**config.mk**
```make
export PLATFORM = sky130hd
export DESIGN_NAME = inst_fetch
export DESIGN_NICKNAME = d
export VERILOG_FILES = /design/src/rtl/inst_fetch.sv
export SDC_FILE = /design/constraint.sdc
export NUM_CORES = 1
export LEC_CHECK = 0
export BUFFER_PORTS_ARGS = -buffer_cell sky130_fd_sc_hd__buf_2
export CAP_MARGIN = 10
export CORE_UTILIZATION = 36
export DETAILED_ROUTE_END_ITERATION = 10
export SLEW_MARGIN = 20
export SYNTH_ARGS = -nofsm -noshare
export SYNTH_HDL_FRONTEND = slang
export SYNTH_SLANG_ARGS = --single-unit
```
**constraint.sdc**
```tcl
create_clock -name clk -period 4.6 [get_ports clk]
set_clock_uncertainty 0.15 [all_clocks]
set_input_delay 0.92 -clock clk [delete_from_list [all_inputs] [get_ports clk]]
set_output_delay 0.92 -clock clk [all_outputs]
set_load 0.02 [all_outputs]
```
**src/rtl/inst_fetch.sv**
```systemverilog
// -----------------------------------------------------------------------------
// inst_fetch
//   Instruction fetch unit: walks a program counter, issues one fetch request
//   at a time to the memory controller, and buffers returned words together
//   with their PCs in a small FIFO for the decode stage. A flush redirects the
//   PC and empties the queue. A flush that arrives while a request is in
//   flight waits out that request and drops its data, because the memory
//   controller cannot abort a request once it has been issued.
//
// Ports
//   clk       in   1   clock, all state updates on the rising edge
//   rst       in   1   synchronous active-high reset
//   rdy       in   1   global enable, low freezes all state
//   mc_req    out  1   fetch request to the memory controller
//   mc_addr   out  32  fetch address, valid while mc_req=1
//   mc_flag   in   1   one-cycle pulse, mc_inst valid for the open request
//   mc_inst   in   32  fetched instruction word
//   iq_valid  out  1   queue head is valid
//   iq_inst   out  32  queue-head instruction
//   iq_pc     out  32  queue-head PC
//   iq_ready  in   1   decode accepts the head
//   flush     in   1   redirect request
//   flush_pc  in   32  redirect target
// -----------------------------------------------------------------------------
module inst_fetch #(
    parameter logic [31:0] RESET_PC = 32'h0000_0000,
    parameter int          IQ_DEPTH = 4
) (
    input  logic        clk,
    input  logic        rst,
    input  logic        rdy,
    output logic        mc_req,
    output logic [31:0] mc_addr,
    input  logic        mc_flag,
    input  logic [31:0] mc_inst,
    output logic        iq_valid,
    output logic [31:0] iq_inst,
    output logic [31:0] iq_pc,
    input  logic        iq_ready,
    input  logic        flush,
    input  logic [31:0] flush_pc
);

    localparam int PW = $clog2(IQ_DEPTH);
    localparam int CW = PW + 1;
    localparam logic [PW-1:0] PTR_ONE = {{(PW-1){1'b0}}, 1'b1};
    localparam logic [CW-1:0] CNT_ONE = {{(CW-1){1'b0}}, 1'b1};
    localparam logic [CW-1:0] DEPTH_C = CW'(IQ_DEPTH);

    typedef enum logic [1:0] {
        ST_IDLE    = 2'd0,
        ST_WAIT    = 2'd1,
        ST_DISCARD = 2'd2
    } state_t;

    state_t        r_state;
    logic [31:0]   r_pc;
    logic          r_mc_req;
    logic [31:0]   r_mc_addr;
    logic [CW-1:0] r_count;
    logic [PW-1:0] r_head;
    logic [PW-1:0] r_tail;
    logic [31:0]   r_q_inst [IQ_DEPTH];
    logic [31:0]   r_q_pc   [IQ_DEPTH];

    state_t        w_state_nxt;
    logic [31:0]   w_pc_nxt;
    logic          w_req_nxt;
    logic [31:0]   w_addr_nxt;
    logic          w_push;
    logic          w_pop;
    logic          w_clear;
    logic          w_iq_valid;
    logic          w_has_space;

    assign w_iq_valid  = (r_count != {CW{1'b0}});
    assign w_has_space = (r_count < DEPTH_C);

    assign mc_req   = r_mc_req;
    assign mc_addr  = r_mc_addr;
    assign iq_valid = w_iq_valid;
    assign iq_inst  = r_q_inst[r_head];
    assign iq_pc    = r_q_pc[r_head];

    // FSM state register
    always_ff @(posedge clk) begin
        if (rst) begin
            r_state <= ST_IDLE;
        end else begin
            r_state <= w_state_nxt;
        end
    end

    // Next-state, request outputs, PC update and queue controls
    always_comb begin
        w_state_nxt = r_state;
        w_pc_nxt    = r_pc;
        w_req_nxt   = r_mc_req;
        w_addr_nxt  = r_mc_addr;
        w_push      = 1'b0;
        w_pop       = 1'b0;
        w_clear     = 1'b0;
        if (rdy) begin
            // Flush outranks pop; the FSM below still has to finish any
            // request already handed to memory.
            if (flush) begin
                w_clear  = 1'b1;
                w_pc_nxt = flush_pc;
            end else begin
                w_pop = w_iq_valid & iq_ready;
            end
            case (r_state)
                ST_IDLE: begin
                    if (!flush && w_has_space) begin
                        w_req_nxt   = 1'b1;
                        w_addr_nxt  = r_pc;
                        w_state_nxt = ST_WAIT;
                    end else begin
                        w_state_nxt = ST_IDLE;
                    end
                end
                ST_WAIT: begin
                    if (mc_flag) begin
                        w_req_nxt   = 1'b0;
                        w_state_nxt = ST_IDLE;
                        if (!flush) begin
                            w_push   = 1'b1;
                            w_pc_nxt = r_pc + 32'd4;
                        end else begin
                            w_push = 1'b0;
                        end
                    end else if (flush) begin
                        // Request stays on the bus; its data will be dropped.
                        w_state_nxt = ST_DISCARD;
                    end else begin
                        w_state_nxt = ST_WAIT;
                    end
                end
                ST_DISCARD: begin
                    if (mc_flag) begin
                        w_req_nxt   = 1'b0;
                        w_state_nxt = ST_IDLE;
                    end else begin
                        w_state_nxt = ST_DISCARD;
                    end
                end
                default: begin
                    w_req_nxt   = 1'b0;
                    w_state_nxt = ST_IDLE;
                end
            endcase
        end else begin
            w_state_nxt = r_state;
        end
    end

    // PC, request registers, queue pointers and occupancy
    always_ff @(posedge clk) begin
        if (rst) begin
            r_pc      <= RESET_PC;
            r_mc_req  <= 1'b0;
            r_mc_addr <= 32'h0000_0000;
            r_count   <= {CW{1'b0}};
            r_head    <= {PW{1'b0}};
            r_tail    <= {PW{1'b0}};
        end else begin
            r_pc      <= w_pc_nxt;
            r_mc_req  <= w_req_nxt;
            r_mc_addr <= w_addr_nxt;
            if (w_clear) begin
                r_count <= {CW{1'b0}};
                r_head  <= {PW{1'b0}};
                r_tail  <= {PW{1'b0}};
            end else begin
                if (w_push) begin
                    r_tail <= r_tail + PTR_ONE;
                end
                if (w_pop) begin
                    r_head <= r_head + PTR_ONE;
                end
                // Simultaneous push and pop leaves the occupancy unchanged.
                case ({w_push, w_pop})
                    2'b10:   r_count <= r_count + CNT_ONE;
                    2'b01:   r_count <= r_count - CNT_ONE;
                    default: r_count <= r_count;
                endcase
            end
        end
    end

    // Queue storage write port
    always_ff @(posedge clk) begin
        if (!rst && w_push) begin
            r_q_inst[r_tail] <= mc_inst;
            r_q_pc[r_tail]   <= r_pc;
        end
    end

endmodule

```
* After elaboration in Yosys (flattened, before gate mapping)
Memory sizes are Yosys's and may differ from the RTL's. A register that Yosys moved wholly into a read port is not among the register bits.
Index checks and enable logic that the tools add are counted.
** Word-level totals
- Register bits after elaboration :: 74
- RAM bits :: 256
- Bits of input ports :: 70
- Output and inout bits :: 98
- Word-level logic and storage cells :: 60
- Memories kept :: 2
** Memory list
- r_q_inst :: depth 4, bits a word 32, rd ports 1, clocked after Yosys merged registers in 1, wr ports 1, RTL line 63 : logic [31:0] r_q_inst [IQ_DEPTH];
- r_q_pc :: depth 4, bits a word 32, rd ports 1, clocked after Yosys merged registers in 1, wr ports 1, RTL line 64 : logic [31:0] r_q_pc [IQ_DEPTH];
** Operators by class
- Add/sub/neg operators :: 5
- $lt $le $gt $ge :: 1
- Eq/ne operators :: 6
- Muxes and demuxes :: 27
- Bitwise gates (word level) :: 1
- Reduce and logical (&&, ||, !) cells :: 11
** Operator list (number)
- 32-bit 2-to-1 mux :: 4
- 32-bit by 3-bit adder with 32-bit output, second input constant :: 1
- 2-bit 2-to-1 mux :: 7
- 1-bit 2-to-1 mux :: 13
- 2-bit one-hot mux with 3 select lines :: 1
- 3-bit one-hot mux with 2 select lines :: 1
- 3-bit AND reduction :: 2
- 2-bit by 1-bit adder with 2-bit output, second input constant :: 2
- 2-bit by 1-bit == test with 1-bit output, second input constant :: 2
- 2-bit == test, second input constant :: 2
- 2-bit OR reduction :: 2
- 3-bit by 1-bit adder with 3-bit output, second input constant :: 1
- 3-bit less-than comparator, second input constant :: 1
- 3-bit nonzero test :: 1
- 3-bit by 1-bit subtractor with 3-bit output, second input constant :: 1
- 1-bit logical AND :: 2
- 1-bit zero test :: 2
- 2-bit zero test :: 1
- 2-bit by 1-bit inequality test with 1-bit output, second input constant :: 1
- 2-bit inequality test, second input constant :: 1
- 1-bit one-hot mux with 2 select lines :: 1
- 2-bit nonzero test :: 1
- 1-bit bitwise AND :: 1

* Logic depth before layout (Yosys ltp)
- Word-level depth :: 7
- Gate-level depth with buffers :: 11
- Gate-level depth less buffers :: 10

* Least setup slack after synthesis
OpenSTA, ideal clock, no wires.
- Path kind :: in2reg
- Start point :: input flush
- End point :: memory r_q_inst[0][0] (enable)
- Setup time :: 0.429 ns
- Data arrival time :: 3.251 ns
- Data required time :: 4.021 ns
- Path slack :: 0.770 ns
- Stages on the path :: 5
- Buffers on the path :: 1
- Path through :: clkbuf_1 -> nor2b_1 -> nand2_1 -> nor2_1 -> and2_1
** On the way
- Word-level cells in the longest chain between the ends :: 7
** RTL lines
- start, declared :: RTL line 40 : input logic flush,
- 1-bit 2-to-1 mux :: RTL line 126 : if (!flush) begin
- 1-bit 2-to-1 mux :: RTL line 123 : if (mc_flag) begin
- 1-bit 2-to-1 mux :: RTL line 112 : case (r_state)
- 1-bit 2-to-1 mux :: RTL line 103 : if (rdy) begin
- 1-bit logical AND :: RTL line 193 : if (!rst && w_push) begin
- 1-bit 2-to-1 mux :: RTL line 193
- 1-bit 2-to-1 mux (implied by the code) :: RTL line 194 : r_q_inst[r_tail] <= mc_inst;
- end, declared :: RTL line 63
No other way between the ends.

==> results.txt <==
Initial antenna violation count = 0
# setup viols final = 0
Post-Synthesis Cells = 828
CTS buffer count = 37
Max-cap violations = 0
Cell Rows = 69
Worst-path fanout max = 32
GRT Residual Overflow = 0
Hold Path Sink = mc_addr[3]
Worst-margin pin slew = 1.00 ns
Area grow syn2layout = 20.2%
Routed wire length = 32.0 mm
Worst IR drop on VDD = 0.249 mV
Area of the multi-input gates = 3560 um2
Largest cells by area after synthesis = edfxtp_1 59%, dfxtp_1 12%, mux4_2 11%, nand2_1 2.9%, a21oi_1 2.1%
Synthesized area = 13000 um2
Yosys top cell area share = 59.1%
Die ar. = 36900 um2
Power, Total = 6.33 mW
Starting Density = 36.5%
Routed len/inst = 21.4 um
Most frequent cells in the layout = 256 x edfxtp_1, 167 x buf_2, 101 x nand2_1, 74 x dfxtp_1, 64 x mux4_2
Hold Crit Class = reg2reg
WS Path Type = reg2out
CTS tree = yes
Worst r2r dst = r_pc[29]
ANT cells = 0
Syn Area/Cell = 15.7 um2
Yosys reg bits = 332
CTS resizes = 0
Clock Tree Buf Depth = 3
Reg2reg start = r_pc[7]
Post-route ant nets = 0
Hold Path Origin = mc_addr[3]
Cell count of the worst hold path = 2
Pwr dens = 405 nW/um2
Flop-to-flop setup slack = 1.72 ns
FMAX = 280 MHz
Commonest non-fill, non-tap cell in the layout = edfxtp_1
Clock sink count = 332
Fillcell total = 3232
Height of the die = 192 um
Pre-CTS setup slack = 0.984 ns
First-pass GRT wire length = 48.0 mm
Seq/Total Area, Yosys = 70.8%
Port bufs = 167
Status = complete, no violations
Die Span X = 192 um
Core area = 35600 um2
Fin crit period = 3.57 ns
Clk Latency, worst-skew pair = 0.52 ns
WP data required = 3.53 ns
Ports = 168
CTS HTree Levels = 2
# Post-CTS Setup Buffers = 0
TritonRoute pass-1 iters = 5
Ys flop type = edfxtp_1
CTS clk-pin slew, worst paths = 0.06 ns
CP Launch Type = flop
Setup TNS = 0 ns
GRT Resource Usage Total = 17.5%
Fin. Hold Viols = 0
Crit end category = output pin
Synth unique cells = 62
Mapped Nets = 909
Cells on worst reg2reg path = 5
Nets@finish = 1088
Crit share post-route = 77.7%
Hold_buf cts = 0
Gpl congestion = 0.837
Share of cells above drive strength 1 = 30.8%
P_leak = 5.30 nW
CTS root buffer = clkbuf_16
Async S/R FF share, synth = 0%
Slew headroom = 33.3%
Warnings, synthesis = 0
Via/cell ratio = 5.25
DRT iter0 DRCs = 561
Biggest area consumer among synthesized cells = edfxtp_1
Final Slew Violations = 0
Register area = 9220 um2
Number of global-route vias before repair = 7866
Post-route DRC = 0
Final HPWL DP = 20.9 mm
Vias = 7860
Crit path arrival time = 2.50 ns
Setup ws final = 1.03 ns
Largest net degree at the start of global routing = 68
RSZ-0062 raised after global routing = false
Post-synth EDFFs = 256
[logic make-up (layout without fill, tap and decap cells)]
| kind of cell | count (synthesis) | after routing | synth area share [%] |
|---|---|---|---|
| compound gates | 128 | 128 | 6.16 |
| xor+xnor | 6 | 6 | 0.404 |
| fa+ha+maj | 11 | 11 | 1.12 |
| buf+inv | 63 | 271 | 1.85 |
| flops | 332 | 332 | 70.8 |
| mux | 74 | 74 | 11.9 |
| simple gates | 214 | 214 | 7.75 |
[worst max-delay path: stages (launching register included)]
cell	delay [ns]
dfxtp_4	0.82
buf_4	0.41
mux4_2	0.57
buf_2	0.18
[per-layer routing]
metal / vias to the layer above / GRT usage, % / share of wire, %
li1: 3581 / - / -
met1: 3964 / 25.3 / 45
met2: 283 / 27.3 / 46
met3: 32 / 3.23 / 7.0
met4: 0 / 4.09 / 1.5
met5: - / 0 / 0
[Yosys cell counts (3+ instances only)]
library cell  count
nor2_1           40
mux2i_1           8
nand3_1          11
o31ai_1           4
a31oi_1           6
mux4_2           64
nand2b_1          3
o21ai_0          17
clkbuf_1         30
a21oi_1          54
or3_1             5
xnor2_1           3
dfxtp_1          76
inv_1            18
ha_1             10
o211ai_1          3
and3_1            7
a22oi_1          14
and2_1            8
nor4_1            7
nor3_1            8
a211oi_1          8
nand2_1         101
buf_1            12
xor2_1            3
nand4_1           7
a221oi_1          3
edfxtp_1        256
[sequential cells by signal (all words and copies together), names as in the netlist, named ones only]
register and cells:
mc_addr 32, r_tail 2, r_pc 32, r_head 2
r_count 3, r_q_pc 128, r_state 2, r_q_inst 128
mc_req 1
[cell type report]
cell class,count,share of cell area (%)
clock buffers,48,6.45
clock inverters,20,1.11
inverters,18,0.432
multi-input cells,433,22.8
flip-flops and latches,332,59.0
well taps,461,3.69
repair buffers,185,6.53
[where the power goes]
group | internal [mW] | total [mW] | switching, mW
clock network | 1.67 | 2.83 | 1.15
logic | 0.0702 | 0.198 | 0.128
registers | 3.25 | 3.30 | 0.0534
total | 4.99 | 6.33 | 1.33
[how the worst max path moves through the flow]
stage,cells past startpoint,endpoint
after floorplan,5,r_q_inst[0][0]
after global routing,3,iq_pc[11]
after CTS,3,iq_pc[11]
after detailed placement,7,mc_addr[21]
after global placement,6,r_q_inst[2][19]
final,3,iq_pc[11]
[metrics by stage]
| stage | hold WS (ns) | area [um2] | instances | util [%] |
|---|---|---|---|---|
| final | 0.302 | 15600 | 1497 | 43.9 |
| after global routing | 0.327 | 15600 | 1497 | 43.9 |
| after global placement | 0.291 | 14400 | 1429 | 40.6 |
| after floorplan | 0.305 | 13000 | 828 | - |
| after detailed placement | 0.296 | 14400 | 1429 | 40.6 |
| after CTS | 0.304 | 15600 | 1497 | 43.9 |
(Power assumes the default switching activity.)
